[src/rtl/daq_converter_responder.sv]
// Converter-side SPI engine: turns DAC/ADC request edges into one serial transfer each
// and answers with a one-cycle done pulse (plus the captured word for ADC reads).
module daq_converter_responder #(
   parameter int DATA_W   = 12,
   parameter int CLK_DIV  = 4,
   parameter int CS_SETUP = 2
) (
   input  logic              clk,
   input  logic              reset,
   input  logic              dac_en_i,
   input  logic [DATA_W-1:0] dac_data_i,
   output logic              dac_done_o,
   input  logic              adc_en_i,
   output logic [DATA_W-1:0] adc_data_o,
   output logic              adc_done_o,
   output logic              busy_o,
   output logic              sclk_o,
   output logic              mosi_o,
   output logic              dac_cs_n_o,
   output logic              adc_cs_n_o,
   input  logic              miso_i
);

   localparam int DIV_W = (CLK_DIV > 1) ? $clog2(CLK_DIV) : 1;
   localparam int BIT_W = (DATA_W > 1) ? $clog2(DATA_W) : 1;
   localparam int SET_W = (CS_SETUP > 1) ? $clog2(CS_SETUP) : 1;
   localparam logic [DIV_W-1:0] DIV_LAST = DIV_W'(CLK_DIV - 1);
   localparam logic [BIT_W-1:0] BIT_LAST = BIT_W'(DATA_W - 1);
   localparam logic [SET_W-1:0] SET_LAST = SET_W'(CS_SETUP - 1);

   typedef enum logic [2:0] {
      IDLE, DAC_SETUP, ADC_SETUP, DAC_SHIFT, ADC_SHIFT, DONE
   } state_t;

   state_t            state, state_next;
   logic              dac_en_q, adc_en_q;
   logic              dac_rise, adc_rise;
   logic [DIV_W-1:0]  div_cnt;
   logic              high_half;
   logic [BIT_W-1:0]  bit_cnt;
   logic [SET_W-1:0]  setup_cnt;
   logic [DATA_W-1:0] shift_reg;
   logic [DATA_W-1:0] adc_data;
   logic              done_is_dac;
   logic              setup_last, half_last, shift_last;

   assign dac_rise   = dac_en_i & ~dac_en_q;
   assign adc_rise   = adc_en_i & ~adc_en_q;
   assign setup_last = (setup_cnt == SET_LAST);
   assign half_last  = (div_cnt == DIV_LAST);
   assign shift_last = half_last && !high_half && (bit_cnt == BIT_LAST);
   assign adc_data_o = adc_data;

   always_ff @(posedge clk or posedge reset) begin
      if (reset) state <= IDLE;
      else       state <= state_next;
   end

   // Outputs decode from registered state only, so an async reset releases cs_n at once.
   always_comb begin
      state_next = state;
      dac_done_o = 1'b0;
      adc_done_o = 1'b0;
      busy_o     = 1'b1;
      sclk_o     = 1'b0;
      mosi_o     = 1'b0;
      dac_cs_n_o = 1'b1;
      adc_cs_n_o = 1'b1;
      case (state)
         IDLE: begin
            busy_o = 1'b0;
            if (dac_rise)      state_next = DAC_SETUP;
            else if (adc_rise) state_next = ADC_SETUP;
         end
         DAC_SETUP: begin
            dac_cs_n_o = 1'b0;
            mosi_o     = shift_reg[DATA_W-1];
            if (setup_last) state_next = DAC_SHIFT;
         end
         ADC_SETUP: begin
            adc_cs_n_o = 1'b0;
            if (setup_last) state_next = ADC_SHIFT;
         end
         DAC_SHIFT: begin
            dac_cs_n_o = 1'b0;
            sclk_o     = high_half;
            mosi_o     = shift_reg[DATA_W-1];
            if (shift_last) state_next = DONE;
         end
         ADC_SHIFT: begin
            adc_cs_n_o = 1'b0;
            sclk_o     = high_half;
            if (shift_last) state_next = DONE;
         end
         DONE: begin
            dac_done_o = done_is_dac;
            adc_done_o = ~done_is_dac;
            state_next = IDLE;
         end
         default: state_next = IDLE;
      endcase
   end

   always_ff @(posedge clk or posedge reset) begin
      if (reset) begin
         dac_en_q    <= 1'b0;
         adc_en_q    <= 1'b0;
         div_cnt     <= '0;
         high_half   <= 1'b1;
         bit_cnt     <= '0;
         setup_cnt   <= '0;
         shift_reg   <= '0;
         adc_data    <= '0;
         done_is_dac <= 1'b0;
      end else begin
         dac_en_q <= dac_en_i;
         adc_en_q <= adc_en_i;
         case (state)
            IDLE: begin
               div_cnt   <= '0;
               high_half <= 1'b1;
               bit_cnt   <= '0;
               setup_cnt <= '0;
               if (dac_rise) begin
                  shift_reg   <= dac_data_i;
                  done_is_dac <= 1'b1;
               end else if (adc_rise) begin
                  shift_reg   <= '0;
                  done_is_dac <= 1'b0;
               end
            end
            DAC_SETUP, ADC_SETUP: setup_cnt <= setup_cnt + 1'b1;
            DAC_SHIFT, ADC_SHIFT: begin
               div_cnt <= half_last ? '0 : div_cnt + 1'b1;
               if (half_last) begin
                  high_half <= ~high_half;
                  if (!high_half && bit_cnt != BIT_LAST) bit_cnt <= bit_cnt + 1'b1;
               end
               // DAC advances on the falling edge; the final bit stays on mosi to the end
               if (state == DAC_SHIFT && half_last && high_half && bit_cnt != BIT_LAST)
                  shift_reg <= {shift_reg[DATA_W-2:0], 1'b0};
               if (state == ADC_SHIFT && high_half && div_cnt == '0)
                  shift_reg <= {shift_reg[DATA_W-2:0], miso_i};
               if (state == ADC_SHIFT && shift_last)
                  adc_data <= shift_reg;
            end
            default: ;
         endcase
      end
   end

endmodule

[config.mk]
export PLATFORM = sky130hd
export DESIGN_NAME = daq_converter_responder
export DESIGN_NICKNAME = d
export VERILOG_FILES = /design/src/rtl/daq_converter_responder.sv
export SDC_FILE = /design/constraint.sdc
export NUM_CORES = 1
export LEC_CHECK = 0
export CAP_MARGIN = 5
export CORE_MARGIN = 1
export CORE_UTILIZATION = 55
export DETAILED_ROUTE_END_ITERATION = 16
export PLACE_DENSITY = 0.93
export SETUP_SLACK_MARGIN = 0.1
export SYNTH_ARGS = -nofsm -noshare
export SYNTH_HDL_FRONTEND = slang
export SYNTH_SLANG_ARGS = --single-unit
[constraint.sdc]
create_clock -name clk -period 2.8 [get_ports clk]
set_input_delay 0.7 -clock clk [delete_from_list [all_inputs] [get_ports clk]]
set_output_delay 0.7 -clock clk [all_outputs]
set_load 0.01 [all_outputs]
-- Yosys cells after proc, flatten, opt, wreduce, memory -nomap -nowiden
Index checks and enable logic that the tools add are counted.
- input bits: 17
- output and inout bits: 19
- bits in registers: 38
- logic and storage cells: 87
- $add $sub $neg: 3
- bitwise logic cells: 6
- mux-type cells: 28
- equality and inequality tests: 15
- reduce and logical (&&, ||, !) cells: 25
- operators by type and width (kind ; count):
    12-bit 2-to-1 mux ; 4
    12-bit case mux with 2 select lines ; 1
    3-bit 2-to-1 mux ; 5
    3-bit case mux with 4 select lines ; 1
    1-bit 2-to-1 mux ; 10
    1-bit logical AND ; 9
    4-bit 2-to-1 mux ; 2
    4-bit case mux with 2 select lines ; 1
    2-bit OR reduction ; 4
    3-bit by 2-bit equality test with 1-bit output (second input constant) ; 2
    3-bit equality test (second input constant) ; 2
    2-bit by 1-bit inequality test with 1-bit output (second input constant) ; 3
    2-bit AND reduction ; 3
    3-bit AND reduction ; 2
    2-bit nonzero test ; 3
    4-bit by 1-bit adder with 4-bit output (second input constant) ; 1
    4-bit equality test (second input constant) ; 1
    2-bit inequality test (second input constant) ; 2
    4-bit inequality test (second input constant) ; 1
    1-bit NOT ; 4
    1-bit case mux with 2 select lines ; 2
    2-bit case mux with 2 select lines ; 1
    4-bit AND reduction ; 1
    3-bit by 1-bit equality test with 1-bit output (second input constant) ; 1
    other kinds (10) ; 11

-- Logic depth before layout (Yosys ltp)
Gate-level depths: netlist of run 1.
- depth after elaboration: 7
- mapped depth: 7
- gate-level depth less buffers: 5

-- Worst setup path before layout of run 1
Ideal clock, no wire load.
- path kind: flip-flop to output port
- start: register state[0]
- end: output sclk_o
- required time: 2.100 ns
- cell stages (with the launch flop): 6
- path buffers: 2
- data arrival time: 1.405 ns
- slack: 0.695 ns
- cells stage by stage: dfrtp_1 buf_6 or3b_4 o21ai_4 buf_12 and2_1
- longest elaborated chain between the ends: 3
- elaborated cells on any way between the ends: 4
- classes of those cells: eq/ne: 2; mux: 1; reduce/logical: 1
- ends and longest elaborated chain (item ; line ; source):
    from (decl) ; 35 ; state_t state, state_next;
    from (signal assigned) ; 56 ; else state <= state_next;
    3-bit by 2-bit equality test with 1-bit output or 3-bit equality test (tied branches) ; 69 ; case (state)
    2-bit OR reduction (no source line) (*) ; n/a ;
    1-bit 2-to-1 mux (*) ; 69 ;
    to (decl) ; 17 ; output logic sclk_o,
Mark *: on every way between the ends. The rest lies on a longest branch, timed or not.

-- Worst setup path in the final report of run 1
- start: register state[1]
- end: output sclk_o
The elaborated chain is that of the path after synthesis.

==> results of run 1 <==
[where the power goes]
group / total, mW / leakage, nW / switching, mW / internal (mW)
Sequential: 0.561 / 0.487 / 0.00450 / 0.556
Clock: 0.389 / 0.0482 / 0.190 / 0.199
Combinational: 0.0592 / 0.755 / 0.0263 / 0.0329
[per-stage QoR]
stage,setup WS (ns),area (sq um)
floorplan,0.6951,2067
global placement,0.3900,2444
detailed placement,0.3884,2444
CTS,0.1257,2536
global route,0.09989,2561
finish,0.1748,2561
[worst max-delay path by stage]
stage                         from     end  depth (start not counted)
after floorplan           state[0]  sclk_o                          5
after global placement    state[1]  sclk_o                          4
after detailed placement  state[1]  sclk_o                          4
after CTS                 state[1]  sclk_o                          4
after global routing      state[1]  sclk_o                          4
final                     state[1]  sclk_o                          4
[synth_stat cells, types with 2 or more instances]
cell,number,area (sq um)
a21oi_1,3,15.01
and2_1,8,50.05
and3b_1,2,17.52
buf_6,3,33.78
clkbuf_1,4,15.01
dfrtp_1,37,925.9
ha_1,3,37.54
inv_1,13,48.80
mux2_2,14,157.7
mux2_4,4,60.06
mux2i_1,21,210.2
nand2_1,17,63.81
nand2b_1,4,25.02
nor2_1,3,11.26
nor3b_1,2,15.01
o211ai_1,2,15.01
o21ai_0,6,30.03
o31ai_1,3,22.52
[metal layers]
layer	part of all wire, %	GRT usage, %
met1	46	29.11
met4	2.1	11.08
met5	0	0
met2	49	36.29
met3	3.7	4.348
[cell type report]
cell class                      instances  share of cell area (%)
Clock buffer                            7                   3.371
Clock inverter                          1                  0.1954
Inverter                               14                   2.052
Multi-Input combinational cell        118                   38.59
Sequential cell                        38                   37.23
Tap cell                               46                   2.247
Timing Repair Buffer                   44                   16.32
[cell families after synthesis]
family                     after synthesis  share of synthesized area [%]
muxes                                   39                          20.70
AOI/OAI and AO/OA                       26                          9.383
DFF                                     38                          46.07
xor gates and xnor gates                 2                         0.8476
buffers and inverters                   23                          6.235
adders and majority gates                3                          1.816
and+or+nand+nor                         48                          14.95
[critical path: stages (launching register included)]
cell             delay (ns)
dfrtp_2                0.47
or3b_4                 0.41
o21ai_4                0.07
and2_1                 0.15
clkdlybuf4s50_1        0.54
[what timing repair did]
| item | in CTS | in global routing |
|---|---|---|
| pin swaps | 0 | 0 |
| endpoints found under the setup margin | 1 | 1 |
| buffers inserted | 0 | 3 |
| gates resized for setup | 1 | 1 |
==> metrics, run 1 <==
worst hold start=bit_cnt[0]; Hold Path Class=reg -> reg; r2r startpoint=div_cnt[0]; Setup TNS Final=0 ns; Final setup viols=0; clk_lat worst skew=0.29 ns; drt first pass iters=4; number of remaining DRC errors=0; number of synthesized flops with an enable pin=0; Power Density=between 300 and 400 nW/um^2; most common cell after layout, fill and taps aside=dfrtp_1; Post-Place Cells=between 200 and 300; Critical R2R Capture=adc_data_o[9]; Remaining Overflow, GRT=0; clock tree buffer depth=2; Reg2Reg Setup Slack=roughly 0.67 ns; Final Hold Vio Count=0; Root Driver=clkbuf_8; crit end category=primary output; Syn Area/Cell=approximately 12 sq um; Synth Flop Type=dfrtp_1; routed len/inst=about 15 microns; ANT cells=0; FILL cells=around 250; RSZ-0062 raised after global routing=false; Post-CTS Hold Fix Bufs=0; I/O pins=36; vias in the first global route=between 1000 and 1500; ANT nets after route=0; Mapped Cells=179; Chip Width=63.31 microns; multi-input gate area in the final layout=between 900 and 1000 sq um; Die ar.=around 4000 sq um; Synth cell types=48; die height=63.31 microns; clock skew=between 0.005 and 0.006 ns; Final HPWL DP=about 2700 microns; CTS sink count=38; CP Launch Type=register; Async SR Flop Fraction=100.0%; area delta synth->final=23.91%; synthesized area=just over 2000 sq um; H-tree lvl count=2; NumNets Final=roughly 240; FF+latch count, synth=38; Initial Util=59.60%; DRT iter0 DRCs=67; period utilization=93.76%; Ys Warns=0; r2r worst-path depth=5; register area=roughly 950 sq um; relative slew slack=60.57%; max frequency=0.3809 GHz; hold_ws=approximately 0.50 ns; overall power=1.009 mW; num rows=21; crit path DAT=between 1.5 and 2 ns; initial antenna violation count=0; Final Non-Filler Cells=268; Tot GR Track Use=a little under a quarter; outcome=complete, no violations; Worst-path clk slew=~0.070 ns; Max IR drop VDD=around 0.00029 V; share of layout cells above drive strength 1=between 20% and 30%; Max Cap Viol=0; port buffer count=35; sequential share of the synthesized area=between 40% and 50%; first-pass GRT wire length=between 6000 and 7000 microns; Lkg Pwr=roughly 1.3 nW; DR vias/cell=5.362; Synth Net Count=199; core area=around 3500 sq um; total CTS buffers=5; Final Core Density=73.85%; hold depth=1; Final min period=approximately 2.6 ns; hold path endpoint=bit_cnt[0]; most frequent cells in the layout=36 x dfrtp_1, 35 x clkdlybuf4s50_1, 21 x mux2i_1; Critical Path RT=2.10 ns; routability cong.=0.8486; fin. max-slew vios=0; Tightest Pin Transition=0.5900 ns; CP Max Fanout=9; CTS tree=yes; vias=around 1400; crit path kind=reg -> out; largest net degree at the start of global routing=39; WL final=roughly 4000 microns
(Power assumes the default switching activity.)
==> run 2, diff against run 1 <==
Settings changed: CORE_MARGIN 1 to not set, CTS_BUF_LIST set to sky130_fd_sc_hd__clkbuf_2 sky130_fd_sc_hd__clkbuf_4 sky130_fd_sc_hd__clkbuf_8.
==> run 2 against run 1 <==
Net effect: non-clock buffer count is the same; routed wire length shrank 0.17%; global-route usage is the same; critical path type unchanged.
==> metrics, run 2 (synthesized netlist as in run 1, its figures left out) <==
Remaining Overflow, GRT=0 (unchanged); Worst Setup Slack, final=0.1722 ns (-0.002581 ns); vias in the first global route=1443 (+0.069%); most frequent cells in the layout=36 x dfrtp_1, 35 x clkdlybuf4s50_1, 21 x mux2i_1; clock skew=0.003416 ns (-0.002019 ns); CTS sink count=38 (unchanged); area delta synth->final=24.09%; r2r startpoint=div_cnt[0]; most common cell after layout, fill and taps aside=dfrtp_1; Tot GR Track Use=22.57% (unchanged); crit-path cells=or3b_4 > o21ai_4 > and2_1 > clkdlybuf4s50_1; initial antenna violation count=0 (unchanged); first-pass GRT wire length=6803 microns (+0.10%); crit path kind=reg -> out; Reg2Reg Setup Slack=0.68 ns (about the same); crit path DAT=1.93 ns (about the same); Lkg Pwr=1.293 nW (+0.27%); slowest stage delay, CP=0.54 ns (about the same); Final Non-Filler Cells=268 (unchanged); NumNets Final=241 (unchanged); num rows=21 (unchanged); Final setup viols=0 (unchanged); Max Cap Viol=0 (unchanged); WL final=4017 microns (-0.17%); largest net degree at the start of global routing=39 (unchanged); Critical Path RT=2.10 ns (about the same); Chip Width=63.31 microns (unchanged); DRT iter0 DRCs=54 (-19%); number of remaining DRC errors=0 (unchanged); instance count on the critical path=4 (unchanged); RSZ-0062 raised after global routing=false; dpl ws=0.3884 ns (unchanged); WL met1=1836 microns (+0.27%); Highest Signal Layer=met4; critical path's top delay family=simple AND/OR/NAND/NOR gates; ANT nets after route=0 (unchanged); Final Hold Vio Count=0 (unchanged); CP Launch Type=register; hold_ws=0.5022 ns (+0.0001870 ns); outcome=complete, no violations; Root Driver=clkbuf_8; period utilization=93.85% (about the same); Max IR drop VDD=0.0003334 V (+16%); crit end category=primary output; Tightest Pin Transition=0.5817 ns (-0.008335 ns); die height=63.31 microns (unchanged); routability cong.=0.8486 (unchanged); Final Core Density=73.95% (+0.11 points); multi-input gate area in the final layout=988.4 sq um (unchanged); Final min period=2.628 ns (+0.002581 ns); CTS tree=yes; Die ar.=4008 sq um (unchanged); clk_lat worst skew=0.29 ns (about the same); Post-Place Cells=257 (unchanged); H-tree lvl count=2 (unchanged); Worst-path clk slew=0.07 ns (about the same); CP bufs+invs=1 (unchanged); Critical path destination=sclk_o; r2r worst-path depth=5 (unchanged); clock tree buffer depth=2 (unchanged); met3 WL=155 microns (+4.0%); Hold Path Class=reg -> reg; I/O pins=36 (unchanged); ANT cells=0 (unchanged); DR vias/cell=5.358 (about the same); Initial Util=59.60% (unchanged); Final HPWL DP=2664 microns (unchanged); total CTS buffers=5 (unchanged); routed len/inst=14.99 microns (-0.17%); Critical R2R Capture=adc_data_o[9]; fin. max-slew vios=0 (unchanged); CP max stage cell=clkdlybuf4s50_1; FILL cells=252 (-0.79%); metal2 WL=1940 microns (-0.92%); max frequency=0.3805 GHz (about the same); port buffer count=35 (unchanged); relative slew slack=61.13% (+0.56 points); register area=953.4 sq um (unchanged); CP startpoint=state[1]; CP Max Fanout=9 (unchanged); vias=1436 (-0.070%); Setup TNS Final=0 ns (unchanged); Power Density=397.0 nW/um^2 (+0.81%); share of layout cells above drive strength 1=22.52% (+0.45 points); core area=3468 sq um (unchanged); drt first pass iters=5 (+1)
==> run 2: how the worst min path moves through the flow <==
stage | from | to | cells past startpoint
after floorplan | bit_cnt[0] | bit_cnt[0] | 1
after global placement | bit_cnt[0] | bit_cnt[0] | 1
after detailed placement | shift_reg[6] | adc_data_o[6] | 1
after CTS | bit_cnt[0] | bit_cnt[0] | 1
after global routing | bit_cnt[0] | bit_cnt[0] | 1
final | bit_cnt[0] | bit_cnt[0] | 1
==> run 2: routing by layer <==
| layer | GRT usage, % | up-vias |
|---|---|---|
| li1 | - | 708 |
| met1 | 29.11 | 677 |
| met2 | 36.29 | 42 |
| met3 | 4.348 | 9 |
| met4 | 11.08 | 0 |
| met5 | 0 | - |
==> run 2: repair_timing <==
| item | in CTS | in global routing |
|---|---|---|
| gates resized for setup | 1 | 1 |
| endpoints found under the setup margin | 1 | 1 |
| hold buffers | 0 | 0 |
| setup buffers | 0 | 3 |
==> run 2: final cells by class <==
| class | count | share of cell area (%) |
|---|---|---|
| Inverter | 14 | 2.049 |
| Sequential cell | 38 | 37.17 |
| Timing Repair Buffer | 44 | 16.29 |
| Clock inverter | 1 | 0.1951 |
| Multi-Input combinational cell | 118 | 38.54 |
| Clock buffer | 7 | 3.512 |
| Tap cell | 46 | 2.244 |
==> run 2: through the flow <==
stage                     cell area (sq um)  power (mW)
after floorplan                        2067      0.5965
after global placement                 2444      0.6292
after CTS                              2540       1.027
after detailed placement               2444      0.6302
final                                  2565       1.018
after global routing                   2565       1.060
==> run 2: where the power goes <==
| part | switching, mW | total, mW | internal [mW] | leakage [nW] |
|---|---|---|---|---|
| Sequential | 0.00450 | 0.561 | 0.556 | 0.487 |
| Clock | 0.190 | 0.399 | 0.208 | 0.0517 |
| Combinational | 0.0261 | 0.0590 | 0.0329 | 0.755 |
| Total | 0.221 | 1.02 | 0.798 | 1.29 |
